## src/rtl/siso_frame_rx.sv

```systemverilog
// ============================================================================
//  siso_frame_rx : serial frame receiver (start, LSB-first data, even parity,
//                  stop) with held parallel output and valid/ack handshake.
//  Revision      : 1.0
// ============================================================================
`default_nettype none

module siso_frame_rx #(
  parameter int DATA_W = 8
) (
  input  logic              clk,
  input  logic              rst,
  input  logic              si,
  output logic [DATA_W-1:0] data_out,
  output logic              out_valid,
  input  logic              out_ack,
  output logic              parity_err,
  output logic              frame_err,
  output logic              overrun
);

  localparam int c_CW = $clog2(DATA_W);
  localparam logic [c_CW-1:0] c_LAST = c_CW'(DATA_W - 1);
  localparam logic [c_CW-1:0] c_ONE  = c_CW'(1);

  localparam logic [1:0] c_IDLE   = 2'd0;
  localparam logic [1:0] c_DATA   = 2'd1;
  localparam logic [1:0] c_PARITY = 2'd2;
  localparam logic [1:0] c_STOP   = 2'd3;

  logic [1:0]        r_state;
  logic [1:0]        w_next;
  logic [c_CW-1:0]   r_cnt;
  logic [DATA_W-1:0] r_shift;
  logic              r_xor;
  logic              r_mis;

  logic w_start;
  logic w_shift;
  logic w_par;
  logic w_stop_ok;
  logic w_stop_bad;
  logic w_deliver;
  logic w_ack;

  always_ff @(posedge clk or posedge rst) begin
    if (rst) r_state <= c_IDLE;
    else     r_state <= w_next;
  end

  always_comb begin
    w_next = r_state;
    case (r_state)
      c_IDLE:   if (si) w_next = c_DATA;
      c_DATA:   if (r_cnt == c_LAST) w_next = c_PARITY;
      c_PARITY: w_next = c_STOP;
      c_STOP:   w_next = c_IDLE;
      default:  w_next = c_IDLE;
    endcase
  end

  always_comb begin
    w_start    = (r_state == c_IDLE) && si;
    w_shift    = (r_state == c_DATA);
    w_par      = (r_state == c_PARITY);
    w_stop_ok  = (r_state == c_STOP) && !si;
    w_stop_bad = (r_state == c_STOP) && si;
    // A pending word may be replaced only if it is being taken on this edge.
    w_deliver  = w_stop_ok && (!out_valid || out_ack);
    w_ack      = out_valid && out_ack;
  end

  always_ff @(posedge clk or posedge rst) begin
    if (rst) begin
      r_cnt      <= '0;
      r_shift    <= '0;
      r_xor      <= 1'b0;
      r_mis      <= 1'b0;
      data_out   <= '0;
      out_valid  <= 1'b0;
      parity_err <= 1'b0;
      frame_err  <= 1'b0;
      overrun    <= 1'b0;
    end else begin
      frame_err <= w_stop_bad;

      if (w_start) begin
        r_cnt <= '0;
        r_xor <= 1'b0;
      end

      if (w_shift) begin
        r_shift[r_cnt] <= si;
        r_xor          <= r_xor ^ si;
        if (r_cnt != c_LAST) r_cnt <= r_cnt + c_ONE;
      end

      if (w_par) r_mis <= r_xor ^ si;

      if (w_deliver) begin
        data_out   <= r_shift;
        parity_err <= r_mis;
        out_valid  <= 1'b1;
      end else if (w_ack) begin
        out_valid  <= 1'b0;
      end

      // A dropped good frame sets overrun; any accepted ack clears it.
      if (w_stop_ok && !w_deliver) overrun <= 1'b1;
      else if (w_ack)              overrun <= 1'b0;
    end
  end

endmodule

`default_nettype wire

```

## config.mk

```make
export PLATFORM = sky130hd
export DESIGN_NAME = siso_frame_rx
export DESIGN_NICKNAME = d
export VERILOG_FILES = /design/src/rtl/siso_frame_rx.sv
export SDC_FILE = /design/constraint.sdc
export NUM_CORES = 1
export LEC_CHECK = 0
export ABC_AREA = 1
export ABC_CLOCK_PERIOD_IN_PS = 3020
export CAP_MARGIN = 20
export CORE_ASPECT_RATIO = 1.4
export CORE_UTILIZATION = 45
export DETAILED_ROUTE_END_ITERATION = 8
export PLACE_DENSITY = 0.75
export RECOVER_POWER = 25
export SYNTH_ARGS = -nofsm -noshare
export SYNTH_HDL_FRONTEND = slang
export SYNTH_SLANG_ARGS = --single-unit
```

## constraint.sdc

```tcl
create_clock -name clk -period 3.02 [get_ports clk]
set_input_delay 0.604 -clock clk [delete_from_list [all_inputs] [get_ports clk]]
set_output_delay 0.604 -clock clk [all_outputs]
set_load 0.02 [all_outputs]
```

* Word-level counts from Yosys, hierarchy flattened
Cells that the tools add are included.
Widths: inputs -> output; s select.
** Cells by class
- Equal/unequal tests :: 7
- Reduce and logical (&&, ||, !) cells :: 16
- $lt $le $gt $ge :: 2
- Add/sub/neg operators :: 1
- Bitwise operators :: 1
- Multiplexer cells :: 14
** Operators with widths (count)
- $mux 3 :: 3
- $bwmux 8 :: 1
- $pmux 2 s4 :: 1
- $logic_and 1x1->1 :: 7
- $mux 1 :: 6
- $reduce_bool 2->1 :: 3
- $eq 2x2->1 const B :: 2
- $lt 3x4->1 const B :: 1
- $mux 2 :: 2
- $add 3x1->3 const B :: 1
- $demux 1 s3 :: 1
- $eq 3x3->1 const B :: 1
- $ge 3x1->1 const B :: 1
- $logic_not 1->1 :: 3
- $ne 3x3->1 const B :: 1
- $eq 2x1->1 const B :: 1
- $logic_not 2->1 :: 1
- $ne 2x1->1 const B :: 1
- $ne 2x2->1 const B :: 1
- $reduce_and 2->1 :: 1
- $logic_or 1x1->1 :: 1
- $xor 1x1->1 :: 1
** Storage, ports and cells
- Input bits :: 4
- Flip-flop bits (word level) :: 27
- Output and inout port bits :: 12
- Logic and storage cells :: 51

* Depth between registers and ports, before layout
Gate-level depths: netlist of the first run.
- Depth in word-level cells :: 6
- Depth in mapped cells :: 7
- Gate-level depth less buffers :: 7

* Least setup slack after synthesis of the first run
No wires, ideal clock.
- Path kind :: reg-to-reg
- Start point :: register r_cnt[0]
- End point :: register r_cnt[0]
- Data required time :: 2889 ps
- Setup time :: 131 ps
- Path slack :: 1763 ps
- Period minus slack after synthesis :: 1257 ps
- Stages on the path, launching flop included :: 7
- Buffers on the path :: 0
- Arrival :: 1126 ps
- Path through :: dfrtp_1 ha_1 ha_1 inv_1 nand2_1 nand3_1 o21ai_0
** On the way
- Longest elaborated chain between the ends :: 3
- Elaborated cells between the ends (all ways) :: 5
- Those cells by class :: 1 x add/sub; 1 x eq/ne; 3 x mux
** RTL lines
- from (decl) :: line 33 : logic [c_CW-1:0] r_cnt;
- from (signal assigned) :: line 95 : if (r_cnt != c_LAST) r_cnt <= r_cnt + c_ONE;
- $add 3x1->3, or another cell as far along :: line 95
- $mux 3 :: line 95
- $mux 3 (*) :: line 92 : if (w_shift) begin
Every way passes the cells marked *; elsewhere a longest branch is shown, timed or not.
A chain may end at the register's enable or synchronous reset.

* Worst setup path in the final report of the first run
- Start point :: register out_valid
- End point :: output port out_valid
** RTL lines
- from (decl) :: line 15 : output logic out_valid,
- from (signal assigned) :: line 80 : out_valid <= 1'b0;
- from (signal assigned) :: line 103 : out_valid <= 1'b1;
- from (signal assigned) :: line 105 : out_valid <= 1'b0;
No word-level cell between the ends.

==> results of run 1 <==
worst paths after layout:
| kind | cells after the start | slack, ps | to | startpoint |
|---|---|---|---|---|
| min in group asynchronous | 2 | 700 | r_shift[0] | rst |
| max in group asynchronous | 3 | 1230 | data_out[5] | rst |
| worst min register to register | 2 | 490 | data_out[0] | data_out[0] |
| worst min-delay path | 2 | 490 | data_out[0] | data_out[0] |
| worst max-delay path | 1 | 1090 | out_valid | out_valid |
| worst max register to register | 6 | 1550 | parity_err | r_state[0] |
power by group:
group	switching (mW)	leakage, nW	total [mW]	internal [mW]
Sequential	0.123	0.329	0.651	0.529
Combinational	0.394	0.430	0.669	0.275
Clock	0.0974	0.0150	0.149	0.0518
layer usage:
layer / vias to the layer above / global-route usage [%] / wire, um
li1: 507 / - / -
met1: 454 / 20.8 / 965
met2: 17 / 32.8 / 1180
met3: 4 / 2.51 / 44
met4: 0 / 10.7 / 54
met5: - / 0 / 0
registers in the layout (all words and copies together), names as in the netlist, 2 cells and up:
signal,flops
r_cnt,3
r_state,2
data_out,8
r_shift,8
kinds of logic after synthesis:
logic type / after synthesis
adder cells (fa/ha/maj): 6
AO/OA/AOI/OAI: 3
buffers and inverters: 21
AND/OR/NAND/NOR: 96
flip-flops: 27
cell usage after synthesis (2+ instances only):
cell type	count	share of area (%)
nor2_1	3	0.89
dfrtp_1	27	54
inv_1	16	4.8
ha_1	6	5.9
nand3_1	27	11
buf_4	2	1.2
nand2_1	62	18
o21ai_0	3	1.2
area by class of cell:
class | count | share of cell area (%)
Tap cell | 36 | 3.07
Multi-Input combinational cell | 105 | 34.0
Timing Repair Buffer | 16 | 10.5
Sequential cell | 27 | 46.0
Clock buffer | 4 | 1.79
Inverter | 18 | 4.60
per-stage QoR:
stage	cell area (um2)	hold slack, ps
5_1_grt	1470	520
2_1_floorplan	1260	442
4_1_cts	1470	493
6_report	1470	487
3_5_place_dp	1450	461
3_3_place_gp	1450	457
==> impl_metrics.toml, run 1 <==
[timing]
timing.final.max_slew_violations = 0
worst_pin_slew_ps = 834
setup_ws_ps = 1090
post-route-min-period_ps = 1930
fmax_mhz = 517
setup_viol = 0
clock_skew_ps = 6.34
relSlewSlack_pct = 44.4
hold_viol = 0
rsz0062_at_grt = "false"
setup_tns_ps = 0
finalCritPeriodShare_pct = 64.0

[synthesis]
synth_xor_area_share_pct = 0
synth-simple-area-share_pct = 32.4
ys_types = 15
syn-num-nets = 163
seq_area_frac_synth_pct = 53.5
synth_top_family_by_area = "simple AND/OR/NAND/NOR gates"
synth_compound_area_share_pct = 1.19
yosys_warnings = 0
synth-edff-count = 0
synth_cells = 153
synth-seq-cells = 27
ys.flop_type = "dfrtp_1"
synth_fa_ha_area_share_pct = 5.95
synthMuxAreaShare_pct = 0
syn_area_per_cell_um2 = 8.25
async_flop_share_pct = 100
syn_area_mm2 = 0.00126

[final_layout]
finish.utilization_pct = 55.5
final_common_cell = "nand2_1"
layout-drive-gt1-share_pct = 4.71
seq_area_um2 = 676
area_delta_synth_final_pct = 16.3
fillers = 255
layout_common_cells = "62 x nand2_1, 27 x nand3_1, 27 x dfrtp_1"
instances_no_fill = 206
fin_nets = 181
diodes = 0
multi_input_area_um2 = 499

[die]
coreArea_mm2 = 0.00264
die_w_um = 46.8
ioPinCount = 16
die_h_um = 64.7
rows = 22
start_util_pct = 47.8
die_area_mm2 = 0.00302

[worst_setup_path]
worst_path_max_delay_cell = "clkdlybuf4s50_1"
cp.required_ps = 2420
crit_buf_inv = 1
critPathKind = "reg -> out"
arrival_ps = 1330
max_stage_delay_ps = 610
worstPathCellList = "clkdlybuf4s50_1"
cp_top_family = "buffers and inverters"
critPathLaunchType = "register"
cp_max_fo = 3
setup.worst_path.end_class = "output pin"

[power_and_ir_drop]
p_per_area_mw_per_mm2 = 1000
peakVddDrop_uv = 507
power_mw = 1.47
power.leakage_nw = 0.774

[global_route]
track_usage_pct = 18.9
grt_pass1_wl_um = 4070
antenna_found_initial = 0
grt_pass1_vias = 984
grt-ovfl-total = 0
grt_max_degree = 17

[detailed_routing]
dr.pass1.iters = 4
post_drt_wl_per_cell_um = 10.9
drt_iter0_drc = 15
viasPerCell = 4.77
drcViolationCount = 0
vias = 982
ant_nets = 0
wl_um = 2250

[worst_hold_path]
min_path_type = "reg -> reg"

[job]
drv_cap = 0

[clock_network]
cts_tree = "built"
clk_pin_slew_ps = 130
clock-sinks = 27
cts_resized = 0
cts_setup_buffers = 0
cts_made_buffers = 3
cts.htree.levels = 1
cts-root-buf = "clkbuf_4"
hold_buffers = 0
clock_path_buffers = 2
clk-insertion-delay-late_ps = 320

[placed_design]
place_inst = 202
portBuffers = 15
hpwlAfterDp_um = 1780
dp_slack_ps = 871
gp_congestion = 0.841

[status]
status = "completed"
No activity file was read; power rests on OpenSTA's default activity.
==> run 2, diff against run 1 <==
- ABC_CLOCK_PERIOD_IN_PS: 3020 -> 2000
- clock period: 3.02 -> 2 ns (I/O delays scaled with it)
==> impl_metrics.toml, run 2 (synthesis results as in run 1) <==
[final_layout]
fin_nets = 184
reg_top3 = "data_out (8), r_shift (8), r_cnt (3)"
diodes = 0
layout-drive-gt1-share_pct = 6.94
finish.utilization_pct = 56.4
final_common_cell = "nand2_1"
area_delta_synth_final_pct = 18.1
seq_area_um2 = 676
layout_common_cells = "62 x nand2_1, 27 x nand3_1, 27 x dfrtp_1"
multi_input_area_um2 = 499
instances_no_fill = 209
fillers = 259

[clock_network]
hold_buffers = 0
cts-root-buf = "clkbuf_4"
clk-insertion-delay-late_ps = 330
clk_pin_slew_ps = 140
cts_made_buffers = 3
clock-sinks = 27
cts_resized = 0
cts.htree.levels = 1
cts_setup_buffers = 0
clock_path_buffers = 2
cts_tree = "built"

[detailed_routing]
drt_iter0_drc = 8
vias = 991
wl_um = 2080
drcViolationCount = 0
ant_nets = 0
post_drt_wl_per_cell_um = 9.94
dr.pass1.iters = 4
viasPerCell = 4.74

[power_and_ir_drop]
power.internal_mw = 1.30
p_per_area_mw_per_mm2 = 1490
pwr-share-seq_pct = 43.8
power.switching_uw = 916
pwr-share-comb_pct = 45.7
pwr-share-clk_pct = 10.4
power.leakage_nw = 0.791
peakVddDrop_uv = 796
swShare_pct = 41.3

[timing]
worst_pin_slew_ps = 645
fmax_mhz = 582
setup_tns_ps = 0
finalCritPeriodShare_pct = 85.9
setup_viol = 0
timing.final.max_slew_violations = 0
post-route-min-period_ps = 1720
relSlewSlack_pct = 57.0
rsz0062_at_grt = "false"
hold_viol = 0
clock_skew_ps = 10.9

[worst_setup_path]
cp_max_fo = 3
cp_top_family = "buffers and inverters"
worst_path_max_delay_cell = "clkdlybuf4s50_1"
critPathKind = "reg -> out"
arrival_ps = 1320
cp.required_ps = 1600
critPathLaunchType = "register"
crit_buf_inv = 1
ff2ff_setup_slack_ps = 580
worstPathCellList = "clkdlybuf4s50_1"
max_stage_delay_ps = 610
setup.worst_path.end_class = "output pin"

[die]
rows = 22
die_w_um = 46.8
start_util_pct = 47.8
die_h_um = 64.7
die_area_mm2 = 0.00302
ioPinCount = 16
coreArea_mm2 = 0.00264

[placed_design]
place_inst = 205
gp_congestion = 0.783
portBuffers = 15
hpwlAfterDp_um = 1630

[global_route]
track_usage_pct = 16.5
grt_pass1_vias = 900
grt-ovfl-total = 0
grt_max_degree = 28
antenna_found_initial = 0
grt_pass1_wl_um = 3590

[job]
drv_cap = 0

[worst_hold_path]
min_path_type = "reg -> reg"

[status]
status = "completed"
==> run 2: cell types whose count changed in the layout (fill, tap and decap cells not counted) <==
cell,change
buf_4,+3
clkbuf_1,-1
clkbuf_2,+1
==> run 2: worst register-to-register path, cell delays in order, from the launching register on <==
cell and delay [ps]:
dfrtp_1 470, ha_1 240, ha_1 180, inv_1 90, nand2_1 150, nand2_1 130
nand2_1 60, nand2_1 50
==> run 2: layout make-up <==
type	instances	area share (%)
sequential	27	45.3
multi-input combinational	105	33.5
timing repair buffer	19	11.9
inverter	18	4.53
tap	36	3.02
clock buffer	4	1.76
==> run 2: worst paths after layout <==
check / endpoint / startpoint / cells after the start
max: out_valid / out_valid / 1
max reg2reg: r_state[1] / r_cnt[0] / 7
min reg2reg: data_out[0] / data_out[0] / 2
min: data_out[0] / data_out[0] / 2
min in group asynchronous: r_shift[1] / rst / 3
max in group asynchronous: data_out[7] / rst / 3
==> run 2: per-layer routing <==
metal | up-vias | track usage, % | routed length (um)
met2 | 14 | 29.0 | 1110
li1 | 515 | - | -
met4 | 0 | 11.1 | 51
met3 | 5 | 2.51 | 45
met1 | 457 | 16.6 | 867
met5 | - | 0 | 0
==> run 2: power by group through the flow <==
| stage | logic [mW] | clock network (mW) | registers (mW) |
|---|---|---|---|
| global placement | 0.988 | 0 | 0.971 |
| global route | 1.16 | 0.266 | 1.00 |
| floorplan | 0.554 | 0 | 1.08 |
| finish | 1.01 | 0.231 | 0.972 |
| CTS | 1.03 | 0.238 | 0.973 |
| detailed placement | 1.03 | 0 | 0.985 |
==> run 2: metrics by stage <==
stage | hold slack (ps) | power, mW | worst slack, ps | area, um2
finish | 484 | 2.22 | 282 | 1490
global route | 506 | 2.43 | 196 | 1490
CTS | 418 | 2.24 | 256 | 1490
detailed placement | 458 | 2.01 | 461 | 1470
global placement | 453 | 1.96 | 515 | 1470
floorplan | 442 | 1.64 | 743 | 1260
